File: src/rtl/uart_pkg.sv
// Shared types and register-map constants for the MMIO UART transmitter.
// The STATUS bit indices are the software-visible layout of the STATUS word.
package uart_pkg;

    typedef enum logic [1:0] {
        IDLE,
        START,
        DATA,
        STOP
    } tx_state_t;

    localparam logic [2:0] TXDATA_OFS = 3'd0;
    localparam logic [2:0] STATUS_OFS = 3'd4;

    localparam int ST_FULL    = 0;
    localparam int ST_EMPTY   = 1;
    localparam int ST_ACTIVE  = 2;
    localparam int ST_OVF     = 3;
    localparam int ST_CNT_LSB = 4;
    localparam int ST_CNT_MSB = 7;

    function automatic logic [3:0] sat_cnt4(input int unsigned v);
        return (v > 32'd15) ? 4'hF : v[3:0];
    endfunction

endpackage

File: src/rtl/sync_fifo.sv
// Synchronous first-word-fall-through FIFO with occupancy count.
// A push while full succeeds only when a pop happens in the same cycle.
module sync_fifo #(
    parameter int WIDTH = 8,
    parameter int DEPTH = 8
) (
    input  logic                     clk,
    input  logic                     rst,
    input  logic                     push,
    input  logic                     pop,
    input  logic [WIDTH-1:0]         wdata,
    output logic [WIDTH-1:0]         rdata,
    output logic                     full,
    output logic                     empty,
    output logic [$clog2(DEPTH):0]   count
);

    localparam int AW = $clog2(DEPTH);

    logic [WIDTH-1:0] mem_q [DEPTH];
    logic [AW-1:0]    wptr_q;
    logic [AW-1:0]    rptr_q;
    logic [AW:0]      cnt_q;
    logic [AW:0]      cnt_d;
    logic             rd_ok;
    logic             wr_ok;

    assign empty = (cnt_q == '0);
    assign full  = (cnt_q == (AW+1)'(DEPTH));
    assign count = cnt_q;
    assign rdata = mem_q[rptr_q];

    assign rd_ok = pop & ~empty;
    assign wr_ok = push & (~full | rd_ok);

    always_comb begin
        cnt_d = cnt_q;
        unique case ({wr_ok, rd_ok})
            2'b10:   cnt_d = cnt_q + (AW+1)'(1);
            2'b01:   cnt_d = cnt_q - (AW+1)'(1);
            default: cnt_d = cnt_q;
        endcase
    end

    always_ff @(posedge clk) begin
        if (wr_ok) begin
            mem_q[wptr_q] <= wdata;
        end
    end

    always_ff @(posedge clk) begin
        if (rst) begin
            wptr_q <= '0;
            rptr_q <= '0;
            cnt_q  <= '0;
        end else begin
            if (wr_ok) begin
                wptr_q <= wptr_q + AW'(1);
            end
            if (rd_ok) begin
                rptr_q <= rptr_q + AW'(1);
            end
            cnt_q <= cnt_d;
        end
    end

endmodule

File: src/rtl/mmio_uart_tx.sv
// Memory-mapped 8N1 UART transmitter on the MEM-stage data bus.
// TXDATA stores feed a byte FIFO; a serial FSM drains it onto tx.
module mmio_uart_tx
    import uart_pkg::*;
#(
    parameter int                    ADDR_WIDTH   = 10,
    parameter logic [ADDR_WIDTH-1:0] BASE_ADDR    = 10'h3F0,
    parameter int                    CLKS_PER_BIT = 434,
    parameter int                    FIFO_DEPTH   = 8
) (
    input  logic                  clk,
    input  logic                  rst,
    input  logic [ADDR_WIDTH-1:0] addr,
    input  logic [31:0]           data_in,
    input  logic                  write_en,
    input  logic                  mem_read,
    output logic [31:0]           data_out,
    output logic                  tx,
    output logic                  tx_busy
);

    localparam int CW = $clog2(FIFO_DEPTH) + 1;
    localparam int BW = $clog2(CLKS_PER_BIT + 1);
    localparam logic [BW-1:0] BAUD_LAST = BW'(CLKS_PER_BIT - 1);

    tx_state_t     state_q;
    logic          tx_q;
    logic [7:0]    shifter_q;
    logic [BW-1:0] baud_q;
    logic [2:0]    bit_idx_q;
    logic          overflow_q;

    logic          sel;
    logic          wr_tx;
    logic          wr_st;
    logic          rd_st;
    logic          fifo_pop;
    logic [7:0]    fifo_rdata;
    logic          fifo_full;
    logic          fifo_empty;
    logic [CW-1:0] fifo_cnt;
    logic          baud_last;
    logic [31:0]   status;
    logic          unused_bits;

    assign sel   = (addr[ADDR_WIDTH-1:3] == BASE_ADDR[ADDR_WIDTH-1:3]);
    assign wr_tx = write_en & sel & (addr[2] == TXDATA_OFS[2]);
    assign wr_st = write_en & sel & (addr[2] == STATUS_OFS[2]);
    assign rd_st = mem_read & sel & (addr[2] == STATUS_OFS[2]);

    assign unused_bits = ^{addr[1:0], data_in[31:8]};

    // The FSM only consumes a byte from IDLE, so pop never meets an empty FIFO.
    assign fifo_pop  = (state_q == IDLE) & ~fifo_empty;
    assign baud_last = (baud_q == BAUD_LAST);

    sync_fifo #(
        .WIDTH (8),
        .DEPTH (FIFO_DEPTH)
    ) u_fifo (
        .clk   (clk),
        .rst   (rst),
        .push  (wr_tx),
        .pop   (fifo_pop),
        .wdata (data_in[7:0]),
        .rdata (fifo_rdata),
        .full  (fifo_full),
        .empty (fifo_empty),
        .count (fifo_cnt)
    );

    always_comb begin
        status                         = '0;
        status[ST_FULL]                = fifo_full;
        status[ST_EMPTY]               = fifo_empty;
        status[ST_ACTIVE]              = (state_q != IDLE);
        status[ST_OVF]                 = overflow_q;
        status[ST_CNT_MSB:ST_CNT_LSB]  = sat_cnt4(32'(fifo_cnt));
    end

    assign data_out = rd_st ? status : 32'h0;
    assign tx       = tx_q;
    assign tx_busy  = ~fifo_empty | (state_q != IDLE);

    always_ff @(posedge clk) begin
        if (rst) begin
            overflow_q <= 1'b0;
        end else if (wr_tx & fifo_full & ~fifo_pop) begin
            overflow_q <= 1'b1;
        end else if (wr_st & data_in[3]) begin
            overflow_q <= 1'b0;
        end
    end

    always_ff @(posedge clk) begin
        if (rst) begin
            state_q   <= IDLE;
            tx_q      <= 1'b1;
            shifter_q <= '0;
            baud_q    <= '0;
            bit_idx_q <= '0;
        end else begin
            unique case (state_q)
                IDLE: begin
                    tx_q <= 1'b1;
                    if (!fifo_empty) begin
                        shifter_q <= fifo_rdata;
                        baud_q    <= '0;
                        tx_q      <= 1'b0;
                        state_q   <= START;
                    end
                end
                START: begin
                    if (baud_last) begin
                        baud_q    <= '0;
                        tx_q      <= shifter_q[0];
                        bit_idx_q <= '0;
                        state_q   <= DATA;
                    end else begin
                        baud_q <= baud_q + BW'(1);
                    end
                end
                DATA: begin
                    if (baud_last) begin
                        baud_q <= '0;
                        if (bit_idx_q == 3'd7) begin
                            tx_q    <= 1'b1;
                            state_q <= STOP;
                        end else begin
                            shifter_q <= shifter_q >> 1;
                            tx_q      <= shifter_q[1];
                            bit_idx_q <= bit_idx_q + 3'd1;
                        end
                    end else begin
                        baud_q <= baud_q + BW'(1);
                    end
                end
                STOP: begin
                    if (baud_last) begin
                        baud_q  <= '0;
                        state_q <= IDLE;
                    end else begin
                        baud_q <= baud_q + BW'(1);
                    end
                end
                default: state_q <= IDLE;
            endcase
        end
    end

endmodule
File: config.mk
export PLATFORM = sky130hd
export DESIGN_NAME = mmio_uart_tx
export DESIGN_NICKNAME = d
export VERILOG_FILES = /design/src/rtl/uart_pkg.sv /design/src/rtl/sync_fifo.sv /design/src/rtl/mmio_uart_tx.sv
export SDC_FILE = /design/constraint.sdc
export NUM_CORES = 1
export LEC_CHECK = 0
export ABC_CLOCK_PERIOD_IN_PS = 6800
export BUFFER_PORTS_ARGS = -buffer_cell sky130_fd_sc_hd__buf_2
export CAP_MARGIN = 20
export CORE_UTILIZATION = 60
export CTS_CLUSTER_SIZE = 30
export DETAILED_ROUTE_END_ITERATION = 16
export PLACE_DENSITY = 0.82
export SLEW_MARGIN = 25
export SYNTH_ARGS = -nofsm -noshare
export SYNTH_HDL_FRONTEND = slang
export SYNTH_HIERARCHICAL = 1
export SYNTH_SLANG_ARGS = --single-unit
File: constraint.sdc
create_clock -name clk -period 6.8 [get_ports clk]
set_input_delay 0.34 -clock clk [delete_from_list [all_inputs] [get_ports clk]]
set_output_delay 0.34 -clock clk [all_outputs]
set_load 0.05 [all_outputs]
# [After elaboration in Yosys (flattened, before gate mapping)]
# Memory sizes are Yosys's and may differ from the RTL's. A register that Yosys moved wholly into a read port is not among the register bits.
# Cells that the tools add are included.
[totals] register_bits=34 mem_bits_rw=64 in_bits=46 out_inout_bits=34 word_cells=91 mem_count=1
[mem_list] memory="u_fifo.mem_q" words=8 word_bits=8 read_ports=1 rd_clocked_by_memory_dff=1 wr=1 line_no="sync_fifo.sv:20" rtl="logic [WIDTH-1:0] mem_q [DEPTH];"
[classes] add_sub_neg=6 n_eq_ne=15 muxes=30 bitwise=17 reduce_logical=13
[ops] op="$mux 8" n=4
[ops] op="$mux 9" n=2
[ops] op="$pmux 9 s2" n=1
[ops] op="$pmux 8 s2" n=1
[ops] op="$mux 3" n=5
[ops] op="$ne 2x2->1 const B" n=6
[ops] op="$and 1x1->1" n=11
[ops] op="$mux 2" n=5
[ops] op="$reduce_bool 2->1" n=5
[ops] op="$add 3x1->3 const B" n=3
[ops] op="$add 9x1->9 const B" n=1
[ops] op="$eq 9x9->1 const B" n=1
[ops] op="$mux 1" n=8
[ops] op="$pmux 2 s4" n=1
[ops] op="$pmux 4 s2" n=1
[ops] op="$reduce_and 4->1" n=2
[ops] op="$eq 7x7->1 const B" n=1
[ops] op="$eq 2x2->1 const B" n=3
[ops] op="$pmux 3 s2" n=1
[ops] op="$reduce_and 5->1" n=1
[ops] op="$add 4x1->4 const B" n=1
[ops] op="$eq 2x1->1 const B" n=2
[ops] op="$eq 4x4->1 const B" n=1
[ops] op="$logic_not 4->1" n=1
[ops] op="other kinds (9)" n=13

# [Depth between registers and ports, before layout]
# Gate-level depths: netlist of the first run.
[logic_depth] word_depth=8 depth_mapped=12 depth_no_buf=12

# [Hierarchy]
# The synthesis of the first run kept the hierarchy.
[by_module_without_submodules] module="sync_fifo" instances=1 cells_per_inst=166 area_per_inst_um2=3075.4 seq_area_each_um2=2182.1
[by_module_without_submodules] module="mmio_uart_tx" instances=1 cells_per_inst=190 area_per_inst_um2=1625.3 seq_area_each_um2=480.5

# [Worst setup path before layout of the first run]
# OpenSTA, ideal clock, no wires.
[synth_timing] kind="flip-flop to flip-flop" startpoint="register u_fifo.cnt_q[1] (netlist: u_fifo/count[1])" endpoint="register u_fifo.cnt_q[2] (netlist: u_fifo/count[2])" setup_ns=0.071 t_arrival_ns=2.641 t_required_ns=6.729 slack_ns=4.088 stages_incl_launch_ff=12 n_path_buf=1 synth_period_minus_slack_ns=2.712 path_cell_list="dfxtp_1 buf_6 nor4_1 nor2b_1 o21ai_4 ha_1 xor2_1 ha_1 a21oi_1 xor2_1 or3_1 a21oi_1"
[synth_via] elab_chain_len=8 elab_cells_between_ends=14 cone_classes="add/sub: 2; eq/ne: 3; mux: 1; bitwise: 6; reduce/logical: 2"
[synth_rtl] item="start, declared" line_no="sync_fifo.sv:23" rtl="logic [AW:0] cnt_q;"
[synth_rtl] item="start signal, assigned" line_no="sync_fifo.sv:63" rtl="cnt_q <= cnt_d;"
[synth_rtl] item="$logic_not 4->1 *" line_no="sync_fifo.sv:28" rtl="assign empty = (cnt_q == '0);"
[synth_rtl] item="net fifo_empty" line_no="mmio_uart_tx.sv:40" rtl="logic fifo_empty;"
[synth_rtl] item="$not 1->1 *" line_no="mmio_uart_tx.sv:54" rtl="assign fifo_pop = (state_q == IDLE) & ~fifo_empty;"
[synth_rtl] item="$and 1x1->1 *" line_no="mmio_uart_tx.sv:54"
[synth_rtl] item="net fifo_pop" line_no="mmio_uart_tx.sv:37" rtl="logic fifo_pop;"
[synth_rtl] item="$and 1x1->1 *" line_no="sync_fifo.sv:33" rtl="assign rd_ok = pop & ~empty;"
[synth_rtl] item="$or 1x1->1" line_no="sync_fifo.sv:34" rtl="assign wr_ok = push & (~full | rd_ok);"
[synth_rtl] item="$and 1x1->1" line_no="sync_fifo.sv:34"
[synth_rtl] item="$eq 2x1->1 / $eq 2x2->1 (equally long branches)" line_no="sync_fifo.sv:38" rtl="unique case ({wr_ok, rd_ok})"
[synth_rtl] item="$pmux 4 s2 / $reduce_bool 2->1 (equally long branches)"
# Mark *: on every way through the listed nets, which the timed path passes. The rest lies on a longest branch.
# A chain may end at the register's enable or synchronous reset.

# [Final worst setup path of the first run]
[layout_timing] startpoint="register u_fifo.cnt_q[1] (netlist: u_fifo/count[1])" endpoint="register u_fifo.cnt_q[2] (netlist: u_fifo/count[2])"
[layout_via] elab_chain_len=8 elab_cells_between_ends=14 cone_classes="add/sub: 2; eq/ne: 3; mux: 1; bitwise: 6; reduce/logical: 2"
[layout_rtl] item="$logic_not 4->1 *" line_no="sync_fifo.sv:28"
[layout_rtl] item="net fifo_empty" line_no="mmio_uart_tx.sv:40"
[layout_rtl] item="$not 1->1 *" line_no="mmio_uart_tx.sv:54"
[layout_rtl] item="$and 1x1->1 *" line_no="mmio_uart_tx.sv:54"
[layout_rtl] item="net fifo_pop" line_no="mmio_uart_tx.sv:37"
[layout_rtl] item="$and 1x1->1 *" line_no="sync_fifo.sv:33"
[layout_rtl] item="net u_fifo.rd_ok" line_no="sync_fifo.sv:25" rtl="logic rd_ok;"
[layout_rtl] item="$or 1x1->1" line_no="sync_fifo.sv:34"
[layout_rtl] item="$and 1x1->1" line_no="sync_fifo.sv:34"
[layout_rtl] item="$eq 2x1->1 / $eq 2x2->1 (equally long branches)" line_no="sync_fifo.sv:38"
[layout_rtl] item="$pmux 4 s2 / $reduce_bool 2->1 (equally long branches)"
# Marks and branches as above.

==> flow_summary.json, run 1 <==
{
  "outcome": "finished clean",
  "post-route-min-period_ps": 2880,
  "drt_iter0_drc": 148,
  "drc": 0,
  "synth.most_common_cell": "edfxtp_1",
  "cts_resized": 0,
  "comb_power_share_pct": 16.9,
  "cts_tree": "built",
  "dp_hpwl_mm": 5.35,
  "met2WireLength_mm": 3.89,
  "synth.top_cell.area_share_pct": 40.9,
  "route.met3.wl_um": 301,
  "fill_cells": 528,
  "synthDistinctLibCells": 59,
  "die_area_mm2": 0.00819,
  "netlist_area_mm2": 0.00470,
  "routedWlPerCell_um": 16.1,
  "hold_buffers": 0,
  "drv_cap": 0,
  "grt_pass1_wl_mm": 13.3,
  "m1WireLength_mm": 3.60,
  "grt_usage_pct": 21.1,
  "maxSlewViolCount": 0,
  "ys_seq_area_share_pct": 56.6,
  "routed_wl_mm": 7.87,
  "fin_tns_setup_ps": 0,
  "postSynthAreaPerCell_um2": 13.2,
  "internal_power_w": 0.000888,
  "syn_to_final_growth_pct": 7.21,
  "total_power_w": 0.00127,
  "antenna_cells": 0,
  "antenna_found_initial": 0,
  "synthTopCellsByCount": "edfxtp_1, dfxtp_1, nor2_1, buf_4, mux4_2",
  "crit_type": "reg2reg",
  "ios": 80,
  "post-route-util_pct": 68.0,
  "crit_required_ps": 7090,
  "place.gp.congestion": 0.767,
  "top_layer_used": "met4",
  "nets": 446,
  "synth_ff_type": "edfxtp_1",
  "p_sw_w": 0.000386,
  "drive_gt1_share_pct": 22.3,
  "swShare_pct": 30.3,
  "synth_cells": 356,
  "ant_nets": 0,
  "instances_no_fill": 490,
  "async_flop_share_pct": 0,
  "crit_arrival_ps": 3170,
  "slew_headroom_pct": 30.4,
  "die_h_um": 90.5,
  "clock_skew_ps": 13.4,
  "grt_overflow_total": 0,
  "numCtsBuffers": 9,
  "root_buffer": "clkbuf_8",
  "initial_utilization_pct": 63.5,
  "route.vias.total": 2780,
  "cts_max_level": 3,
  "fp.coreArea_mm2": 0.00741,
  "setup_violations": 0,
  "yosys_warnings": 6,
  "path_clk_slew_ps": 100,
  "fin_crit_sh_pct": 42.3,
  "vias_per_cell": 5.67,
  "endpoint_kind": "flop",
  "crit_path_start_kind": "flop",
  "portBuffers": 29,
  "yosys.area.top_type": "edfxtp_1",
  "hold_path_class": "in2reg",
  "placedCellCount": 474,
  "synth_edf_count": 64,
  "fp.dieW_um": 90.5,
  "crit_fanout": 9,
  "first_pass_iters": 4,
  "clock_sinks": 101,
  "p_leak_nw": 1.76,
  "ir_drop_mv": 0.183,
  "yosys-top-cells-area": "edfxtp_1, dfxtp_1, mux4_2",
  "clk_path_buf_depth": 2,
  "seqPwrFrac_pct": 54.4,
  "rows": 31,
  "worstSkewPairLatency_ps": 360,
  "grt_max_degree": 33,
  "powerDensity_mw_per_mm2": 253,
  "worst_pin_slew_ps": 1040,
  "grt_pass1_vias": 2625,
  "post_cts_buffers": 0,
  "max_freq_mhz": 347,
  "pwr-share-clk_pct": 28.7,
  "rsz0062_at_grt": "false",
  "ys_ff_latch": 101,
  "hold_violations": 0
}
## logic make-up after synthesis
family / Yosys count / share of synthesized area, %
xor+xnor: 13 / 2.42
flops: 101 / 56.6
other cells: 1 / 0.0798
buf+inv: 46 / 6.07
compound gates: 50 / 7.91
mux: 36 / 12.2
fa+ha+maj: 14 / 3.73
simple gates: 95 / 11.0
## critical path, cell delays in order, from the launching register on
cell	delay (ps)
dfxtp_1	510
nor4_1	110
buf_4	170
nor2b_1	350
o41a_1	360
ha_1	320
xor2_1	180
ha_1	160
a21oi_1	50
xor2_1	160
or3_1	310
a21oi_1	130
## stage by stage
stage                     cell area [um2]  setup slack [ps]  hold WS [ps]
after floorplan                      4790              4090           439
after global placement               4840              4020           466
after detailed placement             4840              3950           474
after CTS                            5040              3920           218
after global routing                 5040              3670           224
final                                5040              3920           232
## final timing paths
kind	endpoint	cells past startpoint	start	slack, ps
worst max-delay path	u_fifo/count[2]	11	u_fifo/count[1]	3920
worst min-delay path	u_fifo/mem_q[4][2]	1	data_in[2]	230
worst max register to register	u_fifo/count[2]	11	u_fifo/count[1]	3920
worst min register to register	bit_idx_q[1]	2	bit_idx_q[1]	490
## sequential cells by signal, indices dropped and copies added, names as in the netlist, named ones only
| name | count |
|---|---|
| baud_q | 9 |
| u_fifo/wptr_q | 3 |
| u_fifo/rptr_q | 3 |
| shifter_q | 8 |
| tx | 1 |
| overflow_q | 1 |
| u_fifo/count | 4 |
| bit_idx_q | 3 |
| u_fifo/mem_q | 64 |
| state_q | 2 |
## final cells by class
cell class,instances,area [um2],area share [%]
Timing Repair Buffer,35,190,3.77
Sequential cell,101,2660,52.9
Clock buffer,9,124,2.46
Tap cell,99,124,2.46
Clock inverter,7,72.6,1.44
Multi-Input combinational cell,232,1840,36.5
Inverter,7,26.3,0.521
## power by group through the flow
stage / logic, W / registers [W] / clock network (W)
floorplan: 0.000183 / 0.000714 / 0
global placement: 0.000210 / 0.000707 / 0
detailed placement: 0.000215 / 0.000707 / 0
CTS: 0.000216 / 0.000693 / 0.000375
global route: 0.000237 / 0.000698 / 0.000399
finish: 0.000215 / 0.000693 / 0.000365
## cell usage in the layout (no fill, tap or decap), types with 2 or more instances in the layout
cell type / count
a211oi_1: 7
a211oi_2: 2
a21oi_1: 15
a31oi_1: 4
and2_1: 11
and3_1: 3
buf_2: 29
buf_4: 6
clkbuf_8: 9
conb_1: 24
dfxtp_1: 36
edfxtp_1: 64
ha_1: 14
inv_1: 7
inv_8: 3
mux2_2: 9
mux2i_1: 11
mux4_2: 16
nand2_1: 12
nand2b_1: 8
nand3_1: 4
nand4_1: 3
nor2_1: 27
nor2b_1: 4
nor3_1: 6
nor3b_1: 2
nor4_1: 3
o211ai_1: 2
o21ai_0: 4
o31ai_1: 2
or2_2: 2
xnor2_1: 5
xor2_1: 8
## routing by layer
layer  vias to the layer above  track usage, %
met5                         -               0
li1                       1342               -
met4                         0            5.11
met3                         8            5.64
met2                        58            34.7
met1                      1372            27.9
Power figures use the tool's default switching activity.
==> inputs of run 2 (changes only) <==
--- a/config.mk
+++ b/config.mk
@@ -5,13 +5,13 @@
 export SDC_FILE = /design/constraint.sdc
 export NUM_CORES = 1
 export LEC_CHECK = 0
-export ABC_CLOCK_PERIOD_IN_PS = 6800
+export ABC_CLOCK_PERIOD_IN_PS = 2700
 export BUFFER_PORTS_ARGS = -buffer_cell sky130_fd_sc_hd__buf_2
 export CAP_MARGIN = 20
-export CORE_UTILIZATION = 60
+export CORE_UTILIZATION = 56
 export CTS_CLUSTER_SIZE = 30
 export DETAILED_ROUTE_END_ITERATION = 16
-export PLACE_DENSITY = 0.82
+export PLACE_DENSITY = 0.78
 export SLEW_MARGIN = 25
 export SYNTH_ARGS = -nofsm -noshare
 export SYNTH_HDL_FRONTEND = slang
==> constraint.sdc (replaced) <==
create_clock -name clk -period 2.7 [get_ports clk]
set_input_delay 0.135 -clock clk [delete_from_list [all_inputs] [get_ports clk]]
set_output_delay 0.135 -clock clk [all_outputs]
set_load 0.05 [all_outputs]
==> flow_summary.json, run 2 (synthesis gave the netlist of run 1 again) <==
{
  "outcome": "finished clean",
  "placedCellCount": 490,
  "mostFrequentLayoutCell": "edfxtp_1",
  "fin_crit_sh_pct": 92.4,
  "antenna_found_initial": 0,
  "endpoint_kind": "output port",
  "drv_cap": 0,
  "seqCellArea_mm2": 0.00266,
  "die_h_um": 93.6,
  "initial_utilization_pct": 57.5,
  "antenna_cells": 0,
  "slew_headroom_pct": 59.7,
  "crit_type": "reg2out",
  "comb_power_share_pct": 16.8,
  "maxSlewViolCount": 0,
  "drc": 0,
  "ant_nets": 0,
  "critPathSlowestCell": "nor4_2",
  "grt_usage_pct": 20.0,
  "crit_chain": "nor4_2 > buf_4 > and2_1 > inv_1 > buf_2",
  "first_pass_iters": 4,
  "grt_overflow_total": 0,
  "p_leak_nw": 1.83,
  "routed_wl_mm": 8.19,
  "powerDensity_mw_per_mm2": 642,
  "hold_path_class": "in2reg",
  "post-route-util_pct": 63.2,
  "root_buffer": "clkbuf_8",
  "place.gp.congestion": 0.778,
  "routedWlPerCell_um": 16.2,
  "rsz0062_at_grt": "false",
  "cts_max_level": 3,
  "crit_fanout": 16,
  "crit_required_ps": 2570,
  "largest_reg_flops": 64,
  "portBuffers": 29,
  "fp.dieW_um": 93.6,
  "die_area_mm2": 0.00876,
  "layout_common_cells": "edfxtp_1, dfxtp_1, buf_2, nor2_1, conb_1",
  "multiInputGateArea_mm2": 0.00186,
  "drt_iter0_drc": 126,
  "cp_slowest_stage_delay_ps": 440,
  "crit_path_start_kind": "flop",
  "swShare_pct": 31.4,
  "fin_tns_setup_ps": 0,
  "post_cts_buffers": 0,
  "p_sw_w": 0.00104,
  "fill_cells": 613,
  "hold_slack_ps": 12.1,
  "grt_max_degree": 33,
  "top_register": "u_fifo/mem_q",
  "clock_sinks": 101,
  "setup_violations": 0,
  "grt_pass1_vias": 2606,
  "numCtsBuffers": 9,
  "dp_hpwl_mm": 5.38,
  "path_clk_slew_ps": 120,
  "syn_to_final_growth_pct": 9.95,
  "worstSkewPairLatency_ps": 380,
  "post-route-min-period_ps": 2490,
  "rows": 33,
  "max_freq_mhz": 401,
  "vias_per_cell": 5.55,
  "internal_power_w": 0.00228,
  "instances_no_fill": 506,
  "grt_pass1_wl_mm": 13.0,
  "cts_tree": "built",
  "seqPwrFrac_pct": 52.9,
  "cp_top_family": "buffers and inverters",
  "clk_path_buf_depth": 2,
  "crit_arrival_ps": 2360,
  "drive_gt1_share_pct": 24.7,
  "clock_skew_ps": 21.8,
  "hold_buffers": 0,
  "route.vias.total": 2808,
  "crit_buf_inv": 3,
  "largestRegisters": "u_fifo/mem_q: 64 flops, baud_q: 9 flops, shifter_q: 8 flops",
  "ios": 80,
  "r2r_setup_slack_ps": 230,
  "fp.coreArea_mm2": 0.00818,
  "pwr-share-clk_pct": 30.3,
  "ir_drop_mv": 0.469,
  "worst_pin_slew_ps": 604,
  "nets": 456,
  "hold_violations": 0
}
run 2: cell types whose count changed in the layout (fill, tap and decap cells not counted), sizes merged:
cell    before  now
buf         35   45
clkinv       3    4
inv         11   10
run 2: final timing paths:
kind | to | startpoint | cells past startpoint
setup / recovery | tx_busy | u_fifo/count[2] | 5
hold / removal | u_fifo/mem_q[7][2] | data_in[2] | 1
setup reg to reg | u_fifo/count[2] | u_fifo/count[2] | 10
hold reg to reg | bit_idx_q[1] | bit_idx_q[1] | 2
run 2: layer usage:
layer	vias up	share of wire [%]	global-route usage (%)
met4	0	1.3	6.79
met2	62	51	33.6
met1	1376	45	26.0
met3	10	3.5	4.07
met5	-	0	0
li1	1360	-	-
run 2: through the flow:
| stage | setup slack (ps) | power (W) | instance area [um2] |
|---|---|---|---|
| global route | 39.6 | 0.00345 | 5170 |
| detailed placement | 104 | 0.00234 | 4930 |
| global placement | 173 | 0.00232 | 4930 |
| finish | 206 | 0.00332 | 5170 |
| CTS | 67.7 | 0.00334 | 5160 |
| floorplan | 163 | 0.00226 | 4790 |
run 2: area by class of cell:
| cell class | count | area share (%) |
|---|---|---|
| clock buffer | 9 | 2.40 |
| tap | 105 | 2.54 |
| clock inverter | 7 | 2.01 |
| sequential | 101 | 51.5 |
| multi-input combinational | 232 | 35.9 |
| inverter | 7 | 0.508 |
| timing repair buffer | 45 | 5.13 |
run 2: power by group through the flow:
| stage | Clock, W | Sequential [W] | Combinational (W) |
|---|---|---|---|
| after floorplan | 0 | 0.00180 | 0.000462 |
| after global placement | 0 | 0.00178 | 0.000540 |
| after detailed placement | 0 | 0.00179 | 0.000551 |
| after CTS | 0.00103 | 0.00175 | 0.000556 |
| after global routing | 0.00108 | 0.00176 | 0.000610 |
| final | 0.00100 | 0.00175 | 0.000558 |
run 2: timing repair:
item,4_1_cts,5_1_grt
setup endpoints to repair,0,2
resized for setup,0,3
hold endpoints to repair,0,0
run 2: worst reg2reg max path, cell delays in order (launching register included):
cell and delay [ps]:
dfxtp_1 410, nor4_2 440, nor2b_4 100, o41a_1 170, ha_2 250, xor2_1 150
ha_1 180, a21oi_1 140, xor2_1 100, or3_1 310, a21oi_1 160
